===== src/rtl/seq_div_pkg.sv =====
// seq_div_pkg: shared widths and FSM encoding for the sequential divider
package seq_div_pkg;
    localparam int NW_DEF = 36;
    localparam int DW_DEF = 16;
    typedef enum logic [1:0] {IDLE, RUN, DONE} state_t;
    function automatic int cnt_w(input int nw);
        return $clog2(nw + 1);
    endfunction
endpackage


===== src/rtl/seq_div_if.sv =====
// seq_div_if: start/busy/done handshake and operand/result bus of seq_div
interface seq_div_if import seq_div_pkg::*; #(
    parameter int NW = NW_DEF,
    parameter int DW = DW_DEF
) ();
    logic          start;
    logic [NW-1:0] dividend;
    logic [DW-1:0] divisor;
    logic [NW-1:0] quotient;
    logic [DW-1:0] remainder;
    logic          busy;
    logic          done;
    logic          dbz;
    modport master (output start, dividend, divisor, input quotient, remainder, busy, done, dbz);
    modport slave  (input start, dividend, divisor, output quotient, remainder, busy, done, dbz);
endinterface


===== src/rtl/seq_div.sv =====
// seq_div: restoring divider, one quotient bit per clock, start/busy/done handshake
module seq_div import seq_div_pkg::*; #(
    parameter int NW = NW_DEF,
    parameter int DW = DW_DEF
) (
    input  logic   clk,
    input  logic   reset,
    seq_div_if.slave bus
);
    localparam int CW = cnt_w(NW);
    state_t        r_state, w_next;
    logic [NW-1:0] r_q, r_quo, w_q_nxt;
    logic [DW:0]   r_p, w_p_nxt;
    logic [DW-1:0] r_d, r_rem;
    logic [CW-1:0] r_cnt;
    logic          r_dbz, w_acc, w_last, w_neg;
    logic [DW+1:0] w_sh, w_trial;
    assign w_acc   = bus.start && (r_state != RUN);
    assign w_last  = (r_state == RUN) && (r_cnt == CW'(NW - 1));
    // partial stays below the divisor, so the top bit of w_sh is always zero
    assign w_sh    = {r_p, r_q[NW-1]};
    assign w_trial = w_sh - {2'b0, r_d};
    assign w_neg   = w_trial[DW+1];
    assign w_p_nxt = w_neg ? w_sh[DW:0] : w_trial[DW:0];
    assign w_q_nxt = {r_q[NW-2:0], ~w_neg};
    always_comb begin
        w_next = r_state;
        if (w_acc)
            w_next = (bus.divisor == '0) ? DONE : RUN;
        else if (r_state == RUN)
            w_next = w_last ? DONE : RUN;
        else if (r_state == DONE)
            w_next = IDLE;
    end
    always_ff @(posedge clk or posedge reset) begin
        if (reset)
            r_state <= IDLE;
        else
            r_state <= w_next;
    end
    always_ff @(posedge clk or posedge reset) begin
        if (reset) begin
            r_q   <= '0;
            r_p   <= '0;
            r_d   <= '0;
            r_cnt <= '0;
            r_quo <= '0;
            r_rem <= '0;
            r_dbz <= 1'b0;
        end else if (w_acc) begin
            r_q   <= bus.dividend;
            r_d   <= bus.divisor;
            r_p   <= '0;
            r_cnt <= '0;
            r_dbz <= (bus.divisor == '0);
            if (bus.divisor == '0) begin
                r_quo <= '1;
                r_rem <= '0;
            end
        end else if (r_state == RUN) begin
            r_q   <= w_q_nxt;
            r_p   <= w_p_nxt;
            r_cnt <= r_cnt + 1'b1;
            if (w_last) begin
                r_quo <= w_q_nxt;
                r_rem <= w_p_nxt[DW-1:0];
            end
        end
    end
    assign bus.quotient  = r_quo;
    assign bus.remainder = r_rem;
    assign bus.dbz       = r_dbz;
    assign bus.busy      = (r_state == RUN);
    assign bus.done      = (r_state == DONE);
endmodule

===== src/flat_wrapper.sv =====
// flat-port wrapper written by rule: the top's interface ports become plain ports
module seq_div_flat import seq_div_pkg::*;
#(
    parameter int NW = NW_DEF,
    parameter int DW = DW_DEF
)
  (clk, reset, bus_start, bus_dividend, bus_divisor, bus_quotient, bus_remainder, bus_busy, bus_done, bus_dbz);
  seq_div_if #(.NW(NW), .DW(DW)) bus_i ();
  input  logic clk;
  input  logic reset;
  input wire logic [$bits(bus_i.start)-1:0] bus_start;
  input wire logic [$bits(bus_i.dividend)-1:0] bus_dividend;
  input wire logic [$bits(bus_i.divisor)-1:0] bus_divisor;
  output wire logic [$bits(bus_i.quotient)-1:0] bus_quotient;
  output wire logic [$bits(bus_i.remainder)-1:0] bus_remainder;
  output wire logic [$bits(bus_i.busy)-1:0] bus_busy;
  output wire logic [$bits(bus_i.done)-1:0] bus_done;
  output wire logic [$bits(bus_i.dbz)-1:0] bus_dbz;
  assign bus_i.start = bus_start;
  assign bus_i.dividend = bus_dividend;
  assign bus_i.divisor = bus_divisor;
  assign bus_quotient = bus_i.quotient;
  assign bus_remainder = bus_i.remainder;
  assign bus_busy = bus_i.busy;
  assign bus_done = bus_i.done;
  assign bus_dbz = bus_i.dbz;
  seq_div #(.NW(NW), .DW(DW)) u_core (.clk(clk), .reset(reset), .bus(bus_i));
endmodule

===== config.mk =====
export PLATFORM = sky130hd
export DESIGN_NAME = seq_div_flat
export DESIGN_NICKNAME = d
export VERILOG_FILES = /design/src/rtl/seq_div_pkg.sv /design/src/rtl/seq_div_if.sv /design/src/rtl/seq_div.sv /design/src/flat_wrapper.sv
export SDC_FILE = /design/constraint.sdc
export NUM_CORES = 1
export LEC_CHECK = 0
export BUFFER_PORTS_ARGS = -buffer_cell sky130_fd_sc_hd__buf_2
export CORE_MARGIN = 3
export CORE_UTILIZATION = 50
export CTS_CLUSTER_DIAMETER = 150
export DETAILED_ROUTE_END_ITERATION = 8
export PLACE_DENSITY = 0.73
export SLEW_MARGIN = 30
export SYNTH_ARGS = -nofsm -noshare
export SYNTH_HDL_FRONTEND = slang
export SYNTH_SLANG_ARGS = --single-unit

===== constraint.sdc =====
create_clock -name clk -period 9.1 [get_ports clk]
set_clock_uncertainty 0.1 [all_clocks]
set_input_delay 0.91 -clock clk [delete_from_list [all_inputs] [get_ports clk]]
set_output_delay 0.91 -clock clk [all_outputs]
set_load 0.05 [all_outputs]

# Yosys cells after proc, flatten, opt, wreduce, memory -nomap -nowiden
# Cells that the tools add are included.
[word_totals]
register_bits = 130
in_bits = 55
out_inout_bits = 55
wordCells = 43
[op_classes]
add_sub_neg = 2
n_eq_ne = 5
mux = 20
n_bitwise = 1
reduce_logical = 7
[ops]
columns = ["operator", "n"]
rows = [
  ["two-way mux 36 bit", 6],
  ["two-way mux 16 bit", 4],
  ["two-way mux 17 bit", 3],
  ["subtractor 18 x 16 -> 18 bit", 1],
  ["logical NOT 16 bit", 1],
  ["two-way mux 6 bit", 2],
  ["two-way mux 2 bit", 5],
  ["adder 6 x 1 -> 6 bit (second input constant)", 1],
  ["== test 6 bit (second input constant)", 1],
  ["nonzero test 2 bit", 2],
  ["AND reduction 3 bit", 1],
  ["nonzero test 3 bit", 1],
  ["== test 2 x 1 -> 1 bit (second input constant)", 1],
  ["== test 2 bit (second input constant)", 1],
  ["logical AND 1 bit", 2],
  ["inequality test 2 x 1 -> 1 bit (second input constant)", 1],
  ["inequality test 2 bit (second input constant)", 1],
  ["inverter 1 bit", 1],
]

# Logic depth before layout (Yosys ltp)
[logic_depth]
depth_word = 5
mapped_depth = 12
depth_no_buf = 10

# Worst setup path before layout
# No wires, ideal clock.
[synth_timing]
path_type = "flip-flop to flip-flop"
startpoint = "register u_core.r_state[1]"
endpoint = "register u_core.r_quo[0], in the netlist u_core.bus.quotient[0]"
setup_time_ps = 66
arrival_ps = 2491
t_required_ps = 8934
path_slack_ps = 6443
stages_incl_launch_ff = 9
n_path_buf = 2
period_less_slack_ps = 2657
path_cell_list = "dfrtp_1 -> inv_1 -> ha_1 -> clkbuf_1 -> nand2_1 -> or4_1 -> nand2_1 -> clkbuf_1 -> o22a_1"
[synth_between]
elab_chain_len = 4
elab_cells_between_ends = 9
classes_between = "eq/ne: 3; mux: 1; reduce/logical: 5"
[synth_rtl]
columns = ["element", "line", "source"]
rows = [
  ["from (decl)", "seq_div.sv:11", "state_t r_state, w_next;"],
  ["from (signal assigned)", "seq_div.sv:39", "r_state <= w_next;"],
  ["== test 2 x 1 -> 1 bit (*)", "-", ""],
  ["net bus_busy", "flat_wrapper.sv:16", "output wire logic [$bits(bus_i.busy)-1:0] bus_busy;"],
  ["logical AND 1 bit", "seq_div.sv:19", "assign w_last = (r_state == RUN) && (r_cnt == CW'(NW - 1));"],
  ["nonzero test 2 bit (no source line)", "-", ""],
  ["AND reduction 3 bit (no source line) (*)", "-", ""],
  ["to (signal assigned)", "seq_div.sv:65", "r_quo <= w_q_nxt;"],
  ["to (decl)", "seq_div.sv:12", "logic [NW-1:0] r_q, r_quo, w_q_nxt;"],
]
# The timed path passes the listed nets; every way through them passes the cells marked *.
# A chain may end at the register's enable or synchronous reset.

# Final worst setup path
[layout_timing]
startpoint = "register u_core.r_p[11]"
endpoint = "register u_core.r_rem[9], in the netlist u_core.bus.remainder[9]"
[layout_between]
elab_chain_len = 5
[layout_rtl]
columns = ["element", "line", "source"]
rows = [
  ["from (decl)", "seq_div.sv:13", "logic [DW:0] r_p, w_p_nxt;"],
  ["from (signal assigned)", "seq_div.sv:62", "r_p <= w_p_nxt;"],
  ["subtractor 18 x 16 -> 18 bit", "seq_div.sv:22", "assign w_trial = w_sh - {2'b0, r_d};"],
  ["two-way mux 17 bit", "seq_div.sv:24", "assign w_p_nxt = w_neg ? w_sh[DW:0] : w_trial[DW:0];"],
  ["two-way mux 16 bit", "seq_div.sv:64", "if (w_last) begin"],
  ["two-way mux 16 bit", "seq_div.sv:60", "end else if (r_state == RUN) begin"],
  ["two-way mux 16 bit", "seq_div.sv:50", "end else if (w_acc) begin"],
  ["to (signal assigned)", "seq_div.sv:66", "r_rem <= w_p_nxt[DW-1:0];"],
  ["to (decl)", "seq_div.sv:14", "logic [DW-1:0] r_d, r_rem;"],
]
# Every way passes these cells. The select of a mux whose other input is x is not followed.

==> key figures <==
Final layout
  – Finished Layout Cells: 888
  – Most frequent cells in the layout: dfrtp_1, buf_2, nand2_1
  – Antenna Cells: 0
  – Commonest non-fill, non-tap cell in the layout: dfrtp_1
  – Layout cells sized above 1: 21.7%
  – Net count, final: roughly 800
  – Layout area overhead: 19.6%

Worst setup path
  – CP Data Arrival Time: 3.33 ns
  – Crit path largest cell delay: 0.57 ns
  – Critical Path Slowest Stage Cell: and3b_1
  – CP startpoint kind: flip-flop
  – Crit-path cells: ha_1 > a21oi_2 > o211ai_1 > o21ai_0 > o311ai_1 > and3b_1 > buf_4 > mux2i_1 > o21ai_0
  – Most used cell, CP: o21ai_0
  – Worst R2R Path Depth: 9
  – Slack of the worst reg-to-reg path: about 6 ns
  – Crit Path Category: flip-flop to flip-flop
  – Reg2reg start: u_core.r_p[11]
  – WP data required: 9.27 ns
  – Worst R2R End: u_core.bus.remainder[9]
  – Worst Setup EP: u_core.bus.remainder[9]
  – CP endpoint kind: flip-flop
  – Critical path peak fanout: 14
  – CP Launch Point: u_core.r_p[11]

Synthesis
  – Flops & latches, synth: 130
  – Async set-reset flop share out of synthesis: 100%
  – Synth warn: 0
  – Sequential share of the synthesized area: 51.9%
  – Predominant post-synthesis flop cell: dfrtp_1
  – Post-Synthesis Cells: 611
  – EDFF count, synth: 0
  – Synth cell types: 52
  – Syn_nets: about 700
  – Syn Area/Cell: 10.3 um^2
  – Post-Synthesis Cell Area: 6270 um^2

Power
  – Peak VDD IR: 192 uV
  – Power, Total: approximately 0.0024 W
  – Pwr/cell area: 316 nW/um^2
  – Leak: 3.69 nW

CTS
  – Clock Tree Root: clkbuf_16
  – CTS Hold Buffers Added: 0
  – Clk sink count: 130
  – CTS tree: done
  – Worst-Skew Late Latency: 0.41 ns
  – H-tree depth: 4
  – Num CTS Buffers: 17
  – Clock slew at reported path FFs: 0.06 ns
  – Longest Clk Path Bufs: 2
  – Resized cells post-CTS: 0
  – Postcts setup bufs: 0

Status
  – Outcome: finished, final reports clean

Timing
  – Setup_tns: 0 ns
  – Final setup fails: 0
  – Hold Violations, Final: 0
  – Max Slew Vio Count: 0
  – Relative slew margins: approximately 36%
  – Period utilisation layout: approximately a third
  – Final worst path period need: between 3 and 4 ns
  – RSZ-0062 raised after global routing: false
  – Worst slew pin tran: 0.950 ns
  – Fmax: 316 MHz

Route
  – Drt total wl: 15500 um
  – Post-DRT Antenna Nets: 0
  – Routed len/inst: 17.4 um
  – DRT Pass-1 Iters: 7
  – Drt drc: 0
  – Iter 0 DRT Violations: 328
  – Via count: ~5100
  – Drt via density: around 5.8

Global route
  – Gr usage total: 23.3%
  – First-pass GRT wire length: 26500 um
  – Total grt overflow: 0
  – Largest net degree at the start of global routing: 92
  – Initial antenna violation count: 0
  – Vias in the first global route: 5405

Placed design
  – Placed insts: about 860
  – DP Wirelength: a little over 10000 um
  – Count of input and output buffers: around 110
  – Final Wtd Congestion: 0.880

Floorplan
  – Core region area: approximately 12000 um^2
  – I/O Pins: 110
  – Initial Util: 51.8%
  – Die ar.: 13900 um^2
  – Rows: 40
  – Die span in x: 118 um
  – Die Span Y: 118 um

Run
  – Max cap viols: 0

Worst hold path
  – Hold Crit Class: flip-flop to flip-flop
[metal layers]
| metal | track usage [%] | vias to the layer above | wire (um) |
|---|---|---|---|
| met4 | 6.74 | 0 | 236 |
| met1 | 29.4 | 2523 | 6410 |
| li1 | - | 2381 | - |
| met2 | 38.6 | 191 | 7600 |
| met5 | 0 | - | 0 |
| met3 | 7.59 | 29 | 1210 |
[layout make-up]
type                            count  area [um^2]
Tap cell                          168          210
Timing Repair Buffer              117          609
Fill cell                        1034         4610
Inverter                           23         88.8
Multi-Input combinational cell    418         2760
Sequential cell                   130         3250
Clock inverter                     12          106
Clock buffer                       20          467
[cell usage after synthesis (all sizes together), types with 2 or more instances]
cell / instances / area share [%]
dfrtp: 130 / 52
nand2: 99 / 5.9
o21ai: 78 / 6.2
mux2i: 48 / 7.7
o22a: 37 / 5.2
clkbuf: 30 / 1.8
inv: 23 / 1.4
a21oi: 20 / 1.7
ha: 19 / 3.8
o22ai: 11 / 1.1
buf: 10 / 1.0
nor2: 10 / 0.60
xnor2: 10 / 1.4
nand3: 7 / 0.56
a21o: 6 / 0.72
a31oi: 5 / 0.50
nor4: 5 / 0.60
xor2: 5 / 0.70
a22o: 4 / 0.56
nand3b: 4 / 0.48
nand4: 4 / 0.40
nor2b: 4 / 0.40
nor3: 4 / 0.32
o211ai: 4 / 0.48
nand2b: 3 / 0.30
o221ai: 3 / 0.42
a2bb2oi: 2 / 0.28
and3: 2 / 0.20
nand4b: 2 / 0.28
nor3b: 2 / 0.24
o2111ai: 2 / 0.28
o21a: 2 / 0.24
o31ai: 2 / 0.24
[registers in the layout (all words and copies together), names as in the netlist]
name	flops
u_core.r_cnt	6
u_core.r_state	2
u_core.bus.dbz	1
u_core.r_q	36
u_core.bus.remainder	16
u_core.r_p	17
u_core.r_d	16
u_core.bus.quotient	36
[per-stage QoR]
stage | area, um^2 | hold slack, ns | setup slack [ns] | util, %
final | 7500 | 0.375 | 5.94 | 61.9
after global routing | 7500 | 0.403 | 5.69 | 61.9
after CTS | 7490 | 0.380 | 5.95 | 61.9
after detailed placement | 6920 | 0.365 | 5.80 | 57.1
after global placement | 6910 | 0.364 | 5.81 | 57.1
after floorplan | 6270 | 0.352 | 4.62 | -
[how the worst min path moves through the flow]
stage,startpoint,end,depth (start not counted)
after floorplan,u_core.r_d[0],u_core.r_d[0],2
after global placement,u_core.bus.remainder[5],u_core.bus.remainder[5],2
after detailed placement,u_core.bus.dbz,u_core.bus.dbz,2
after CTS,u_core.bus.dbz,u_core.bus.dbz,2
after global routing,u_core.bus.quotient[29],u_core.bus.quotient[29],1
final,u_core.bus.dbz,u_core.bus.dbz,2
[power breakdown]
| part | leakage [nW] | switching [W] | internal [W] |
|---|---|---|---|
| logic | 1.76 | 0.000565 | 0.000300 |
| clock network | 0.274 | 0.000253 | 0.000396 |
| registers | 1.66 | 0.000114 | 0.000743 |
[worst max-delay path: cells and delay by family, from the launching register on]
kind            cells  cell delay, ns
flops               1            0.41
mux                 1            0.33
compound gates      5            0.86
buf+inv             1            0.34
simple gates        1            0.57
fa+ha+maj           1            0.40
[kinds of logic after synthesis]
| kind of cell | after synthesis | share of synthesized area [%] |
|---|---|---|
| buf+inv | 63 | 4.19 |
| xor+xnor | 15 | 2.10 |
| flops | 130 | 51.9 |
| compound gates | 182 | 18.8 |
| fa+ha+maj | 20 | 4.11 |
| simple gates | 152 | 11.0 |
| mux | 49 | 7.90 |
No activity file was read; power rests on OpenSTA's default activity.
